--- src/rtl/game_pkg.sv ---
// Types and constants shared by the turn controller, scoring and display blocks.
// Phase encoding, winner codes and the frame counter width live here.
package game_pkg;

   localparam int FRAME_CNT_W = 12;

   typedef enum logic [2:0] {
      PH_IDLE    = 3'd0,
      PH_CLEAR   = 3'd1,
      PH_P1_PLAY = 3'd2,
      PH_GAP     = 3'd3,
      PH_P2_PLAY = 3'd4,
      PH_DONE    = 3'd5
   } phase_t;

   localparam logic [1:0] WIN_NONE = 2'b00;
   localparam logic [1:0] WIN_P1   = 2'b01;
   localparam logic [1:0] WIN_P2   = 2'b10;
   localparam logic [1:0] WIN_TIE  = 2'b11;

   function automatic logic [1:0] pick_winner(input logic [7:0] s1, input logic [7:0] s2);
      if (s1 > s2)      return WIN_P1;
      else if (s2 > s1) return WIN_P2;
      else              return WIN_TIE;
   endfunction

endpackage

--- src/rtl/turn_timer.sv ---
// Loadable frame down-counter for one turn or gap; saturates at zero.
// Expire flags the enabled tick that consumes the last remaining frame.
module turn_timer
   import game_pkg::*;
(
   input  logic                   i_clk,
   input  logic                   i_reset,
   input  logic                   i_load,
   input  logic [FRAME_CNT_W-1:0] i_load_value,
   input  logic                   i_enable,
   output logic [FRAME_CNT_W-1:0] o_count,
   output logic                   o_expire
);

   logic [FRAME_CNT_W-1:0] r_count;

   // NOTE: sequential state uses non-blocking assignments so every register samples pre-edge values.
   always_ff @(posedge i_clk) begin
      if (i_reset) begin
         r_count <= '0;
      end else if (i_load) begin
         r_count <= i_load_value;
      end else if (i_enable && (r_count != '0)) begin
         r_count <= r_count - 1'b1;
      end
   end

   assign o_count  = r_count;
   assign o_expire = i_enable && (r_count == FRAME_CNT_W'(1));

endmodule

--- src/rtl/turn_controller.sv ---
// Two-player turn sequencer: clear, P1 turn, gap, P2 turn, then winner decision.
// All outputs are registered copies of the values computed for the next state.
module turn_controller
   import game_pkg::*;
#(
   parameter int TURN_FRAMES = 1800,
   parameter int GAP_FRAMES  = 120
) (
   input  logic        i_clk,
   input  logic        i_reset,
   input  logic        i_frame_tick,
   input  logic        i_start_req,
   input  logic        i_pause_req,
   input  logic [7:0]  i_score_1,
   input  logic [7:0]  i_score_2,
   output logic        o_player_flag,
   output logic        o_song_run,
   output logic        o_song_restart,
   output logic        o_score_clear,
   output logic [2:0]  o_phase,
   output logic [11:0] o_frames_left,
   output logic [1:0]  o_winner
);

   phase_t     r_state, w_next_state;
   logic       r_paused, w_next_paused;
   logic       r_player_flag, r_song_run, r_song_restart, r_score_clear;
   logic [1:0] r_winner, w_next_winner;

   logic                   w_load, w_enable, w_expire, w_change;
   logic [FRAME_CNT_W-1:0] w_load_value, w_count;

   assign w_enable = i_frame_tick && !r_paused;

   turn_timer u_timer (
      .i_clk        (i_clk),
      .i_reset      (i_reset),
      .i_load       (w_load),
      .i_load_value (w_load_value),
      .i_enable     (w_enable),
      .o_count      (w_count),
      .o_expire     (w_expire)
   );

   // NOTE: every always_comb output gets a default first so no path can infer a latch.
   always_comb begin
      w_next_state  = r_state;
      w_next_paused = r_paused;
      w_next_winner = r_winner;
      case (r_state)
         PH_IDLE:    if (i_start_req) w_next_state = PH_CLEAR;
         PH_CLEAR:   w_next_state = PH_P1_PLAY;
         PH_P1_PLAY: begin
            if (w_expire)         w_next_state  = PH_GAP;
            else if (i_pause_req) w_next_paused = !r_paused;
         end
         PH_GAP:     if (w_expire) w_next_state = PH_P2_PLAY;
         PH_P2_PLAY: begin
            if (w_expire) begin
               w_next_state  = PH_DONE;
               w_next_winner = pick_winner(i_score_1, i_score_2);
            end else if (i_pause_req) begin
               w_next_paused = !r_paused;
            end
         end
         PH_DONE:    if (i_start_req) w_next_state = PH_CLEAR;
         default:    w_next_state = PH_IDLE;
      endcase

      // Any phase change reloads the timer and drops a pending pause.
      w_change     = (w_next_state != r_state);
      w_load       = w_change;
      w_load_value = '0;
      if (w_change) begin
         w_next_paused = 1'b0;
         case (w_next_state)
            PH_P1_PLAY, PH_P2_PLAY: w_load_value = FRAME_CNT_W'(TURN_FRAMES);
            PH_GAP:                 w_load_value = FRAME_CNT_W'(GAP_FRAMES);
            default:                w_load_value = '0;
         endcase
         if (w_next_state == PH_CLEAR) w_next_winner = WIN_NONE;
      end
   end

   always_ff @(posedge i_clk) begin
      if (i_reset) begin
         r_state        <= PH_IDLE;
         r_paused       <= 1'b0;
         r_winner       <= WIN_NONE;
         r_player_flag  <= 1'b1;
         r_song_run     <= 1'b0;
         r_song_restart <= 1'b0;
         r_score_clear  <= 1'b0;
      end else begin
         r_state        <= w_next_state;
         r_paused       <= w_next_paused;
         r_winner       <= w_next_winner;
         r_player_flag  <= (w_next_state == PH_IDLE) || (w_next_state == PH_CLEAR) ||
                           (w_next_state == PH_P1_PLAY);
         r_song_run     <= ((w_next_state == PH_P1_PLAY) || (w_next_state == PH_P2_PLAY)) &&
                           !w_next_paused;
         r_song_restart <= w_change && ((w_next_state == PH_CLEAR) || (w_next_state == PH_GAP));
         r_score_clear  <= w_change && (w_next_state == PH_CLEAR);
      end
   end

   assign o_phase        = r_state;
   assign o_frames_left  = w_count;
   assign o_winner       = r_winner;
   assign o_player_flag  = r_player_flag;
   assign o_song_run     = r_song_run;
   assign o_song_restart = r_song_restart;
   assign o_score_clear  = r_score_clear;

endmodule

--- config.mk ---
export PLATFORM = sky130hd
export DESIGN_NAME = turn_controller
export DESIGN_NICKNAME = d
export VERILOG_FILES = /design/src/rtl/game_pkg.sv /design/src/rtl/turn_timer.sv /design/src/rtl/turn_controller.sv
export SDC_FILE = /design/constraint.sdc
export NUM_CORES = 1
export LEC_CHECK = 0
export ABC_AREA = 1
export ABC_CLOCK_PERIOD_IN_PS = 1600
export CAP_MARGIN = 15
export CELL_PAD_IN_SITES_DETAIL_PLACEMENT = 1
export CELL_PAD_IN_SITES_GLOBAL_PLACEMENT = 2
export CORE_UTILIZATION = 23
export DETAILED_ROUTE_END_ITERATION = 7
export HOLD_SLACK_MARGIN = 0.02
export PLACE_DENSITY = 0.85
export SLEW_MARGIN = 20
export SYNTH_ARGS = -nofsm -noshare
export SYNTH_HDL_FRONTEND = slang
export SYNTH_SLANG_ARGS = --single-unit
--- constraint.sdc ---
create_clock -name i_clk -period 1.6 [get_ports i_clk]
set_input_delay 0.32 -clock i_clk [delete_from_list [all_inputs] [get_ports i_clk]]
set_output_delay 0.32 -clock i_clk [all_outputs]
set_load 0.1 [all_outputs]
-- Word level (Yosys, flattened, before mapping)
Index checks and enable logic that the tools add are counted.
- bits in registers: 22
- input bits: 21
- output and inout bits: 21
- word-level logic and storage cells: 59
- add/subtract/negate cells: 1
- $lt $le $gt $ge: 2
- eq/ne operators: 11
- muxes and demuxes: 18
- reductions and logical operators: 19
- operators by type and width (operator ; count):
    two-way mux 12 bit ; 2
    case mux 11 bit (2 select lines) ; 1
    > comparator 8 bit ; 2
    case mux 3 bit (5 select lines) ; 1
    equality test 12 x 1 -> 1 bit, second input constant ; 1
    equality test 3 x 2 -> 1 bit, second input constant ; 4
    two-way mux 3 bit ; 4
    nonzero test 12 bit ; 1
    subtractor 12 x 1 -> 12 bit, second input constant ; 1
    two-way mux 2 bit ; 5
    equality test 3 bit, second input constant ; 3
    equality test 3 x 1 -> 1 bit, second input constant ; 2
    logical AND 1 bit ; 6
    logical NOT 3 bit ; 2
    OR reduction 2 bit ; 3
    two-way mux 1 bit ; 5
    logical OR 1 bit ; 4
    inequality test 3 bit ; 1
    logical NOT 1 bit ; 2
    nonzero test 2 bit ; 1

-- Depth between registers and ports, before layout
Gate-level depths: netlist of the first run.
- depth in word-level cells: 9
- mapped depth: 14
- mapped depth without buffers: 14

-- By module
Synthesis of the first run repeated with hierarchy kept, for this count alone.
- cell total of the unflattened synthesis: 275
- area, all modules: 1691.6 µm²
- by module, submodules not included (module ; times used ; cells each ; area each (µm²) ; seq. area each (µm²)):
    turn_timer ; 1 ; 150 ; 877.1 ; 240.2
    turn_controller ; 1 ; 125 ; 814.5 ; 200.2

-- Worst setup path before layout of the first run
OpenSTA, ideal clock, no wires.
- kind: register to register
- start: register u_timer.r_count[1] (netlist: u_timer.o_count[1])
- end: register u_timer.r_count[9] (netlist: u_timer.o_count[9])
- library setup time: 0.112 ns
- arrival: 2.232 ns
- slack: -0.744 ns
- cell stages (with the launch flop): 12
- clock period less this slack: 2.344 ns
- cells stage by stage: dfxtp_1 inv_1 ha_1 nand3_1 nor2_2 nand3_1 nand3_1 nand2_1 clkbuf_4 nand4_1 nand2_1 nor2_1
- longest elaborated chain between the ends: 8
- ends and longest elaborated chain (what ; RTL line ; RTL):
    start, declared ; turn_timer.sv:15 ; logic [FRAME_CNT_W-1:0] r_count;
    start signal, assigned ; turn_timer.sv:22 ; r_count <= i_load_value;
    start signal, assigned ; turn_timer.sv:24 ; r_count <= r_count - 1'b1;
    equality test 12 x 1 -> 1 bit ; turn_timer.sv:29 ; assign o_expire = i_enable && (r_count == FRAME_CNT_W'(1));
    logical AND 1 bit ; turn_timer.sv:29 ;
    two-way mux 3 bit, on equally long branches ; turn_controller.sv:59, turn_controller.sv:54, turn_controller.sv:57 ;
    case mux 3 bit (5 select lines) ; turn_controller.sv:50 ; case (r_state)
    equality test 3 x 2 -> 1 bit or equality test 3 bit (tied branches) ; turn_controller.sv:76 ; case (w_next_state)
    OR reduction 2 bit ; turn_controller.sv:76 ;
    case mux 11 bit (2 select lines) ; turn_controller.sv:76 ;
    two-way mux 12 bit ; turn_timer.sv:21 ; end else if (i_load) begin
Parallel ways exist; a longest one is shown, timed or not. The select of a mux whose other input is x is not followed.
A chain may end at the register's enable or synchronous reset.

-- Worst setup path after layout of the first run
- start: register u_timer.r_count[1] (netlist: u_timer.o_count[1])
- end: register u_timer.r_count[5] (netlist: u_timer.o_count[5])
Same word-level chain as after synthesis.

==> metrics, run 1 <==
status complete, but fails checks; failing checks negative setup slack; Root Driver clkbuf_8; largest cells by area after synthesis dfxtp_1 (27%), nand2_1 (11%), nor2_1 (10%); Setup crit end u_timer.o_count[5]; WL/cell 13.3 um; largest area contributor in the netlist dfxtp_1; worst r2r src u_timer.o_count[1]; Synth async-reset ratio 0%; Nets 365; final hold viol count 0; layout cell share with drive strength beyond 1 50.3%; LEAKAGE 1.46 nW; grt total ovfl 0; gpl congestion 0.803; hold buffer count at cts 0; worst hold path startpoint o_winner[1]; Global Route Usage Sum 15.8%; Crit-path slowest cell dfxtp_4; largest net degree at the start of global routing 13; setup TNS -0.986 ns; worst rel slew slack 80.6%; Yosys reg bits 22; via/cell ratio 4.35; Core Area 6790 sq um; remaining antenna violation count 0; crit start category flop; Crit. End Element flop; CP Cell Sequence inv_4 > ha_4 > nand2_2 > nor2_4 > nand2_4 > nand2_4 > nand3_4 > nand2_4 > nand2_4 > buf_4 > nand3_2 > nand2_1 > nor2_1 > nor2_1; Tot Pwr 0.00593 W; CTS sink count 22; area grow syn2layout 95.4%; WP data arrival 1.89 ns; DIE AREA 7360 sq um; DR vias 1862; Top FF cell, synth dfxtp_1; Post-DP HPWL 4260 um; Max IR drop VDD 0.000620 V; Clock Pin Slew Worst Setup and Hold Paths 0.09 ns; Worst-Skew Late Latency 0.27 ns; Bufs and invs on worst path 2; Max-Cap Viols 0; post-synthesis cell type count 29; num rows 30; Max Root-Sink Buffers 2; pwr dens 1880 nW/um^2; antenna cells 0; final setup fails 14; Die X-Extent 85.8 um; cell area after synthesis 1620 sq um; top-area cell type share of the netlist area 27.3%; die height 85.8 um; CTS tree built; required time worst endpoint 1.77 ns; CP Class reg -> reg; first-pass GRT wire length 9230 um; Synthesized Nets 270; detailed-route DRC error count 0; R2R setup slack -0.12 ns; Hold WS 0.554 ns; most frequent cells after synthesis nand2_1 (47), nor2_1 (44), inv_1 (33), dfxtp_1 (22), nand3_1 (15); Worst Reg-to-Reg Cells 14; clock skew 0.00772 ns; Seq/Total Area, Yosys 27.3%; vias in the first global route 1997; Final Critical Period 1.72 ns; initial antenna violation count 0; WP depth 14; initial drt markers 52; H-Tree Depth 1; crit-path max FO 7; actual slew at the worst max-slew pin 0.290 ns; RSZ-0062 raised after global routing true; First-pass DRT Iterations 4; Post-Syn Area per Cell 6.79 sq um; fmax 582 MHz; Post-Syn Instances 238; delay-heaviest family, CP simple AND/OR/NAND/NOR gates; CTS Buf Count 3; worst setup margin -0.119 ns; PortBufs 41; Max stage delay on crit path 0.36 ns; Slew Viols, Final 0; hold crit path type reg -> reg; crit path from u_timer.o_count[1]; # IOs 42; RR Endpoint u_timer.o_count[5]; synth warn 0; initial core utilization 23.8%; routed wire length 5680 um; Post-synth EDFFs 0; Top cell by count, worst path nand2_4; crit share post-route 107%; most numerous cell in the Yosys netlist nand2_1
[tightest hold or removal path: stages (launching register included)]
cell and delay (ns):
dfxtp_1 0.34, o21ai_0 0.11, a21oi_2 0.07
[worst min-delay path by stage]
stage                  end  slack (ns)  cells past startpoint
2_1_floorplan     r_paused        0.39                      1
3_3_place_gp   o_winner[1]        0.51                      2
3_5_place_dp   o_winner[1]        0.52                      2
4_1_cts        o_winner[1]        0.53                      2
5_1_grt        o_winner[1]        0.59                      2
6_report       o_winner[1]        0.55                      2
[where the power goes]
group / leakage (nW) / internal [W] / total [W] / switching [W]
Sequential: 0.190 / 0.000745 / 0.000909 / 0.000164
Combinational: 1.24 / 0.00194 / 0.00466 / 0.00271
Clock: 0.0228 / 0.000178 / 0.000369 / 0.000191
Total: 1.46 / 0.00287 / 0.00593 / 0.00307
[per-stage QoR]
step	util, %	setup slack, ns	area, sq um	std cells
floorplan	-	-0.101	1700	238
global placement	40.3	-0.373	2740	417
detailed placement	40.3	-0.448	2740	417
CTS	43.5	-0.0439	2960	424
global route	46.5	-0.223	3160	428
finish	46.5	-0.119	3160	428
[cell families (layout without fill, tap and decap cells)]
logic type	Yosys count	count (layout)	synth area share [%]
AOI/OAI and AO/OA	15	15	5.35
xor gates and xnor gates	9	9	4.88
and+or+nand+nor	141	141	43.5
adders and majority gates	11	11	8.52
buffers and inverters	40	134	10.5
DFF	22	22	27.3
[placed cells by master (no fill, tap or decap), types with 10 or more instances in the layout]
| master | count |
|---|---|
| dfxtp_4 | 13 |
| nand2_1 | 32 |
| nor2_1 | 36 |
| buf_12 | 22 |
| nand3_2 | 10 |
| nand2_2 | 15 |
| clkdlybuf4s50_1 | 15 |
| nand4_1 | 10 |
| inv_1 | 26 |
| buf_4 | 46 |
[state kept, by name, indices dropped and copies added (netlist names)]
signal,count
o_score_clear,1
r_paused,1
o_song_restart,1
o_winner,2
u_timer.o_count,12
o_phase,3
o_song_run,1
o_player_flag,1
[per-layer routing]
| metal | track usage [%] | share of wire (%) | wire (um) |
|---|---|---|---|
| met5 | 0 | 0 | 0 |
| met4 | 3.48 | 1.2 | 69 |
| met3 | 2.41 | 2.8 | 161 |
| met2 | 30.2 | 54 | 3100 |
| met1 | 18.5 | 41 | 2360 |
[area by class of cell]
type	count	area [sq um]
Timing Repair Buffer	93	1050
Tap cell	96	120
Inverter	37	144
Fill cell	799	3640
Sequential cell	22	492
Multi-Input combinational cell	176	1310
Clock buffer	4	45.0
[what timing repair did]
action,CTS,global route
hold endpoints to repair,0,0
gates resized for setup,34,41
pin swaps,15,24
gates cloned,0,0
setup buffers,3,5
setup endpoints to repair,17,18
Power figures use the tool's default switching activity.
==> run 2, diff against run 1 <==
--- a/config.mk
+++ b/config.mk
@@ -14,6 +14,7 @@
 export DETAILED_ROUTE_END_ITERATION = 7
 export HOLD_SLACK_MARGIN = 0.02
 export PLACE_DENSITY = 0.85
+export SKIP_LAST_GASP = 1
 export SLEW_MARGIN = 20
 export SYNTH_ARGS = -nofsm -noshare
 export SYNTH_HDL_FRONTEND = slang
==> run 2 against run 1 <==
The run still ends with negative setup slack left. Setup slack worse by 0.0026 ns. Critical path depth is the same. Non-clock buffer count unchanged. Combinational power is essentially flat. Sequential share of layout area hardly changed. Maximum frequency decreased by 0.15%. Global-route usage about the same. Count of clock-buffer cells in the layout unchanged. Design area down 0.24%. Core utilization shrank 0.11 points. Critical endpoint unchanged. Highest routed layer unchanged.
==> metrics, run 2 (synthesized netlist as in run 1, its figures left out) <==
Die X-Extent 85.8 um (unchanged); clock skew 0.00818 ns (was 0.00772 ns); Worst Hold End o_winner[1] (unchanged); First-pass DRT Iterations 4 (unchanged); CP Cell Sequence inv_4 > ha_4 > nand2_2 > nor2_4 > nand2_4 > nand2_4 > nand3_4 > nand2_4 > nand2_4 > buf_4 > nand3_2 > nand2_1 > nor2_1 > nor2_1 (unchanged); Inst Count DP 417 (unchanged); Crit-path slowest cell dfxtp_4 (unchanged); # fillers 801 (was 799); CP Class reg -> reg (unchanged); crit share post-route 108% (was 107%); worst r2r src u_timer.o_count[1] (unchanged); H-Tree Depth 1 (unchanged); Slew Viols, Final 0 (unchanged); Final Critical Period 1.72 ns (about the same); detailed-route DRC error count 0 (unchanged); Max Root-Sink Buffers 2 (unchanged); Core Area 6790 sq um (unchanged); Max IR drop VDD 0.000619 V (was 0.000620 V); RR Endpoint u_timer.o_count[5] (unchanged); Worst-Skew Late Latency 0.27 ns (about the same); most frequent cells in the layout buf_4 (46), nor2_1 (36), nand2_1 (33) (was buf_4 (46), nor2_1 (36), nand2_1 (32)); Root Driver clkbuf_8 (unchanged); status complete, but fails checks (unchanged); CTS sink count 22 (unchanged); initial antenna violation count 0 (unchanged); first-pass GRT wire length 9240 um (was 9230 um); most common cell after layout, fill and taps aside buf_4 (unchanged); final hold viol count 0 (unchanged); grt total ovfl 0 (unchanged); largest net degree at the start of global routing 13 (unchanged); placed instance area 2740 sq um (unchanged); Max-Cap Viols 0 (unchanged); DR vias 1859 (was 1862); Post-DP HPWL 4260 um (unchanged); required time worst endpoint 1.77 ns (about the same); R2R setup slack -0.12 ns (about the same); num rows 30 (unchanged); CTS tree built (unchanged); layout cell share with drive strength beyond 1 49.7% (was 50.3%); Global Route Usage Sum 15.9% (was 15.8%); WHS Path Cells 2 (unchanged); worst rel slew slack 80.6% (unchanged); DIE AREA 7360 sq um (unchanged); WP data arrival 1.89 ns (about the same); die height 85.8 um (unchanged); CTS Buf Count 3 (unchanged); final setup fails 15 (was 14); pwr dens 1880 nW/um^2 (about the same); Worst Reg-to-Reg Cells 14 (unchanged); PortBufs 41 (unchanged); remaining antenna violation count 0 (unchanged); Hold WS 0.554 ns (about the same); hold buffer count at cts 0 (unchanged); crit-path max FO 7 (unchanged); Clock Pin Slew Worst Setup and Hold Paths 0.09 ns (about the same); Nets 365 (unchanged); area grow syn2layout 95.0% (was 95.4%); RSZ-0062 raised after global routing true (unchanged); # IOs 42 (unchanged); antenna cells 0 (unchanged); setup TNS -1.02 ns (was -0.986 ns); vias in the first global route 2000 (was 1997); worst setup margin -0.122 ns (was -0.119 ns); gpl congestion 0.803 (unchanged); initial core utilization 23.8% (unchanged); LEAKAGE 1.45 nW (was 1.46 nW); hold crit path type reg -> reg (unchanged); failing checks negative setup slack (unchanged); fmax 581 MHz (was 582 MHz); Crit. End Element flop (unchanged); crit start category flop (unchanged); WL/cell 13.2 um (was 13.3 um); initial drt markers 59 (was 52); worst hold path startpoint o_winner[1] (unchanged); via/cell ratio 4.34 (was 4.35); routed wire length 5660 um (was 5680 um); actual slew at the worst max-slew pin 0.290 ns (about the same); design area 3150 sq um (was 3160 sq um); fin cells 428 (unchanged); Largest register FFs 12 (unchanged); Top cell by count, worst path nand2_4 (unchanged); Max stage delay on crit path 0.36 ns (about the same)
==> run 2: critical path: cells and delay by family, from the launching register on <==
kind                       cells  cell delay (ns)
adders and majority gates      1             0.15
buffers and inverters          2             0.20
DFF                            1             0.36
and+or+nand+nor               11             0.88
==> run 2: metrics by stage <==
stage	worst slack [ns]	total power (W)	utilization, %
floorplan	-0.101	0.00325	-
global placement	-0.373	0.00477	40.3
detailed placement	-0.448	0.00485	40.3
CTS	-0.0439	0.00561	43.4
global route	-0.223	0.00630	46.4
finish	-0.122	0.00591	46.4
==> run 2: routing by layer <==
layer | wire (um) | track usage [%] | vias to the layer above | share of wire [%]
met1 | 2360 | 18.6 | 887 | 42
met2 | 3080 | 30.2 | 28 | 54
met5 | 0 | 0 | - | 0
met4 | 69 | 3.48 | 0 | 1.2
met3 | 148 | 2.41 | 6 | 2.6
li1 | - | - | 938 | -
==> run 2: power by group <==
| group | internal, W | leakage, nW | total (W) | switching, W |
|---|---|---|---|---|
| combinational | 0.00193 | 1.24 | 0.00463 | 0.00270 |
| sequential | 0.000745 | 0.190 | 0.000910 | 0.000165 |
| clock | 0.000178 | 0.0228 | 0.000368 | 0.000190 |
==> run 2: layout make-up <==
type	count	area, sq um	share of cell area (%)
clock buffers	4	45.0	1.43
inverters	37	144	4.57
multi-input cells	176	1300	41.2
flip-flops and latches	22	492	15.6
well taps	96	120	3.81
repair buffers	93	1050	33.4
==> run 2: timing repair <==
item | 4_1_cts | 5_1_grt
endpoints found under the setup margin | 17 | 18
buffers inserted | 3 | 5
resized for setup | 32 | 41
pin swaps | 15 | 24
==> run 2: worst max path at each step <==
stage / start / endpoint / slack [ns]
floorplan: u_timer.o_count[0] / u_timer.o_count[3] / -0.10
global placement: i_frame_tick / u_timer.o_count[3] / -0.37
detailed placement: i_frame_tick / u_timer.o_count[3] / -0.45
CTS: u_timer.o_count[4] / u_timer.o_count[4] / -0.04
global route: u_timer.o_count[1] / u_timer.o_count[5] / -0.22
finish: u_timer.o_count[1] / u_timer.o_count[5] / -0.12
==> run 3, diff against run 2 <==
--- a/config.mk
+++ b/config.mk
@@ -10,6 +10,7 @@
 export CAP_MARGIN = 15
 export CELL_PAD_IN_SITES_DETAIL_PLACEMENT = 1
 export CELL_PAD_IN_SITES_GLOBAL_PLACEMENT = 2
+export CORE_ASPECT_RATIO = 0.8
 export CORE_UTILIZATION = 23
 export DETAILED_ROUTE_END_ITERATION = 7
 export HOLD_SLACK_MARGIN = 0.02
==> run 3 against run 2 <==
The flow still finishes with violations (negative setup slack). Via count increased by 0.81%. Routed wire length increased by 5.0%. Combinational power rose by 1%. Critical path depth decreased by 2. Design area increased by 2.0%. Critical endpoint is now u_timer.o_count[3]. Largest power group unchanged.
==> metrics, run 3 (synthesized netlist as in run 1, its figures left out) <==
Post-DP HPWL 4560 um (was 4260 um); Place WS -0.490 ns (was -0.448 ns); hold crit path type reg -> reg (unchanged); Bufs and invs on worst path 2 (unchanged); Root Driver clkbuf_8 (unchanged); worst hold path startpoint o_winner[1] (unchanged); routed wire length 5940 um (was 5660 um); largest net degree at the start of global routing 13 (unchanged); actual slew at the worst max-slew pin 0.292 ns (was 0.290 ns); Top cell by count, worst path nand2_4 (unchanged); first-pass GRT wire length 9540 um (was 9240 um); antenna cells 0 (unchanged); most common cell after layout, fill and taps aside buf_4 (unchanged); # fillers 767 (was 801); CTS sink count 22 (unchanged); Clk network pwr share 7.1% (was 6.2%); WP data arrival 1.91 ns (was 1.89 ns); area grow syn2layout 98.8% (was 95.0%); num rows 26 (was 30); Largest register FFs 12 (unchanged); worst rel slew slack 80.4% (was 80.6%); clock skew 0.00620 ns (was 0.00818 ns); layout cell share with drive strength beyond 1 50.6% (was 49.7%); Final Critical Period 1.74 ns (was 1.72 ns); PortBufs 41 (unchanged); combinational power share 77.7% (was 78.4%); # IOs 42 (unchanged); Internal 0.00292 W (was 0.00286 W); vias in the first global route 2012 (was 2000); CP Class reg -> reg (unchanged); most frequent cells in the layout buf_4 (53), nor2_1 (35), nand2_1 (34) (was buf_4 (46), nor2_1 (36), nand2_1 (33)); initial drt markers 74 (was 59); area taken by multi-input logic gates 1320 sq um (was 1300 sq um); via/cell ratio 4.44 (was 4.34); grt total ovfl 0 (unchanged); required time worst endpoint 1.76 ns (was 1.77 ns); crit share post-route 109% (was 108%); H-Tree Depth 1 (unchanged); DIE AREA 7360 sq um (about the same); final hold viol count 0 (unchanged); CTS Buf Count 3 (unchanged); final setup fails 14 (was 15); Max-Cap Viols 0 (unchanged); detailed-route DRC error count 0 (unchanged); crit-path max FO 7 (unchanged); crit start category flop (unchanged); DR vias 1874 (was 1859); Max stage delay on crit path 0.36 ns (about the same); initial core utilization 24.6% (was 23.8%); RSZ-0062 raised after global routing true (unchanged); failing checks negative setup slack (unchanged); CP Cell Sequence inv_4 > ha_4 > nand2_4 > nor2_4 > nand2_4 > nand2_4 > nand4_1 > nand2_4 > buf_6 > nand4_1 > nand2_1 > nor2_1 (was inv_4 > ha_4 > nand2_2 > nor2_4 > nand2_4 > nand2_4 > nand3_4 > nand2_4 > nand2_4 > buf_4 > nand3_2 > nand2_1 > nor2_1 > nor2_1); Worst-Skew Late Latency 0.27 ns (about the same); gpl congestion 0.832 (was 0.803); FF+latch area 492 sq um (unchanged); Core Area 6570 sq um (was 6790 sq um); setup TNS -1.03 ns (was -1.02 ns); crit path from u_timer.o_count[1] (unchanged); worst r2r src u_timer.o_count[1] (unchanged); initial antenna violation count 0 (unchanged); remaining antenna violation count 0 (unchanged); Nets 371 (was 365); fmax 574 MHz (was 581 MHz); placed instance area 2800 sq um (was 2740 sq um); Max Root-Sink Buffers 2 (unchanged); Net Switching 0.00310 W (was 0.00305 W); delay-heaviest family, CP simple AND/OR/NAND/NOR gates (unchanged); status complete, but fails checks (unchanged); WL/cell 14.1 um (was 13.2 um); First-pass DRT Iterations 4 (unchanged); Crit-path slowest cell dfxtp_4 (unchanged); Die X-Extent 95.7 um (was 85.8 um); sequential cell fraction of total power 15.2% (was 15.4%); Clock Pin Slew Worst Setup and Hold Paths 0.09 ns (about the same); Tot Pwr 0.00602 W (was 0.00591 W); pwr dens 1880 nW/um^2 (about the same); die height 77.0 um (was 85.8 um); LEAKAGE 1.49 nW (was 1.45 nW); CTS tree built (unchanged); design area 3210 sq um (was 3150 sq um); Max IR drop VDD 0.000931 V (was 0.000619 V); Slew Viols, Final 0 (unchanged); Net Sw Frac 51.5% (was 51.7%); Crit. End Element flop (unchanged); Hold WS 0.517 ns (was 0.554 ns); hold buffer count at cts 0 (unchanged); worst setup margin -0.143 ns (was -0.122 ns); Global Route Usage Sum 16.7% (was 15.9%)
-- run 3: layout make-up --
cell class,count,area share (%)
multi-input cells,176,41.1
well taps,84,3.27
flip-flops and latches,22,15.3
clock buffers,4,1.71
inverters,37,4.48
repair buffers,99,34.1
-- run 3: stage by stage --
| step | std cells | util [%] |
|---|---|---|
| 4_1_cts | 419 | 46.1 |
| 3_5_place_dp | 412 | 42.6 |
| 3_3_place_gp | 412 | 42.6 |
| 6_report | 422 | 48.9 |
| 5_1_grt | 422 | 48.9 |
| 2_1_floorplan | 238 | - |
-- run 3: layer usage --
layer,global-route usage (%),up-vias,wire length [um]
li1,-,958,-
met1,21.3,888,2710
met2,30.2,24,3060
met3,2.08,4,117
met4,1.79,0,50
met5,0,-,0
-- run 3: worst min-delay path, cell delays in order (launching register included) --
cell and delay [ns]:
dfxtp_1 0.34, o21ai_0 0.08, a21oi_1 0.06
-- run 3: power by group through the flow --
stage,registers [W],clock network (W),logic [W]
after floorplan,0.00186,0,0.00139
after global placement,0.000876,0,0.00399
after detailed placement,0.000887,0,0.00407
after CTS,0.000904,0.000444,0.00442
after global routing,0.000941,0.000462,0.00500
final,0.000915,0.000425,0.00468
-- run 3: timing repair --
item                                    in CTS  in global routing
pin swaps                                   15                 22
buffers inserted                             3                  4
endpoints found under the setup margin      17                 18
resized for setup                           39                 36
-- run 3: path summary, 6_finish.rpt --
path / endpoint / slack, ns / cells after the start
hold / removal: o_winner[1] / 0.52 / 2
hold reg to reg: o_winner[1] / 0.52 / 2
setup reg to reg: u_timer.o_count[3] / -0.14 / 12
setup / recovery: u_timer.o_count[3] / -0.14 / 12
==> variant (config.mk and constraints of run 1) <==
The parameter `GAP_FRAMES` goes from 120 to 64.
--- a/src/rtl/turn_controller.sv
+++ b/src/rtl/turn_controller.sv
@@ -4,7 +4,7 @@
    import game_pkg::*;
 #(
    parameter int TURN_FRAMES = 1800,
-   parameter int GAP_FRAMES  = 120
+   parameter int GAP_FRAMES  = 64
 ) (
    input  logic        i_clk,
    input  logic        i_reset,
Check against the original RTL: no difference found for any inputs over 10 cycles, from zero or initial values and one cycle with i_reset high; that may be too few to reach the edited logic, so the function may still have changed.
==> variant against run 1 <==
The flow still finishes with violations (negative setup slack); fmax grew 6.4%; via count shrank 8.8%; sequential share of layout area grew 1.4 points; clock skew shrank 0.0046 ns; cell area shrank 7.7%; power shrank 11%; worst setup slack gained 0.10 ns; critical path depth shrank 4; count of clock-buffer cells in the layout shrank 1; sequential cell count is the same; routed wire length shrank 14%; synthesized area shrank 2.5%; critical endpoint is now u_timer.o_count[10]; largest cell class unchanged; largest power group unchanged.
==> variant: results <==
placed_design:
  hpwl_um: 3910
  gp_congestion: 0.7819
  placed_area_um2: 2654
  numPortBuffers: 41
  preCtsSetupSlack_ns: -0.3445
logic_synthesis:
  yosys_most_used_dff: "dfxtp_1"
  yosys_warnings: 0
  synthArstFlopShare: 0
  ys_seq_area_frac: 0.2796
  synth_common_cells: "nor2_1 (38), nand2_1 (32), inv_1 (28)"
  synthTopCellsByArea: "dfxtp_1 (28%), nor2_1 (9.1%), ha_1 (8.7%), nand2_1 (7.6%), inv_1 (6.7%)"
  synth_nets: 250
  synth.distinct_cells: 34
setup_path:
  crit_family: "simple AND/OR/NAND/NOR gates"
  cp.arrival_ns: 1.79
  path_max_fanout: 8
  slowest_delay_ns: 0.37
pwr:
  leakagePower_nw: 1.295
  p_total_mw: 5.276
  vdd_ir_drop_max_mv: 0.7671
finish:
  drive_gt1_frac: 0.4751
  nNetsFinal: 334
  largest_reg_flops: 12
clocking:
  postCtsHoldBufs: 0
  insertion_delay_ns: 0.27
  clkSlewWorstSetupHoldPaths_ns: 0.09
  htreeDepth: 1
  cts-root-buf: "clkbuf_8"
global_routing:
  grt_max_degree: 14
  grt_pass1_wl_um: 8238
  grt.total_usage: 0.1421
  grt_pass1_vias: 1779
status:
  status: "finished with violations"
  failed_checks: "negative setup slack"
timing:
  skew_ns: 0.003127
  fin_ws_ns: -0.01491
  setup_viol: 4
  setup_tns_ns: -0.03888
  slew_headroom: 0.8480
drt:
  initialDrtViolationCount: 60
  first_pass_iters: 6
  vias_per_cell: 4.492
  drt_wl_total_um: 4864
hold_path:
  hold_class: "register to register"
==> variant: cell count changes after synthesis, sizes merged, moves of 2 or more <==
| cell | delta |
|---|---|
| nand2 | -11 |
| nand3 | -5 |
| inv | -3 |
| nor2 | -3 |
| a31oi | +2 |
| o21ai | +2 |
==> variant: routing by layer <==
layer,vias to the layer above,GRT usage,part of all wire,wire length [um]
met5,-,0,0,0
met4,0,0.03082,0.0074,36
met3,5,0.02163,0.022,106
met2,22,0.2676,0.53,2564
met1,804,0.1692,0.44,2156
li1,867,-,-,-
==> variant: metrics by stage <==
step / std cells / hold WS (ns)
final: 378 / 0.5324
after global routing: 378 / 0.5786
after CTS: 378 / 0.5344
after global placement: 372 / 0.5008
after floorplan: 218 / 0.3920
after detailed placement: 372 / 0.5210
==> variant: layout make-up <==
type / count / area, um^2
Fill cell: 757 / 3581
Multi-Input combinational cell: 161 / 1204
Timing Repair Buffer: 80 / 915.9
Sequential cell: 22 / 494.2
Inverter: 34 / 132.6
Tap cell: 77 / 96.34
Clock buffer: 3 / 41.29
Clock inverter: 1 / 30.03
==> variant: cell families (layout without fill, tap and decap cells) <==
kind of cell | after synthesis | in the layout | share of synthesized area
and+or+nand+nor | 122 | 122 | 0.4162
AOI/OAI and AO/OA | 20 | 20 | 0.08659
DFF | 22 | 22 | 0.2796
xor gates and xnor gates | 8 | 8 | 0.04448
adders and majority gates | 11 | 11 | 0.08737
buffers and inverters | 35 | 118 | 0.08578
==> variant: worst paths after layout <==
kind	from	endpoint	slack (ns)	depth (start not counted)
max	u_timer.o_count[8]	u_timer.o_count[10]	-0.01	10
min	o_winner[1]	o_winner[1]	0.53	2
max reg2reg	u_timer.o_count[8]	u_timer.o_count[10]	-0.01	10
min reg2reg	o_winner[1]	o_winner[1]	0.53	2
==> variant: power by group <==
group	switching, mW	leakage, nW	internal, mW
clock network	0.209	0.0357	0.335
registers	0.152	0.190	0.717
logic	2.32	1.07	1.54
total	2.68	1.30	2.59
==> variant: timing repair <==
action	4_1_cts	5_1_grt
gates resized for setup	19	24
buffers inserted	2	0
pin swaps	12	10
setup endpoints to repair	15	19
==> variant: worst register-to-register path, stage by stage, from the launching register on <==
cell     delay (ns)
dfxtp_4        0.37
nor2_4         0.15
nand2_4        0.10
nor2_8         0.17
nand3_4        0.11
nand4_1        0.13
nand3_4        0.15
nand2_2        0.13
nand2_4        0.08
nor2_2         0.11
nor2_1         0.04
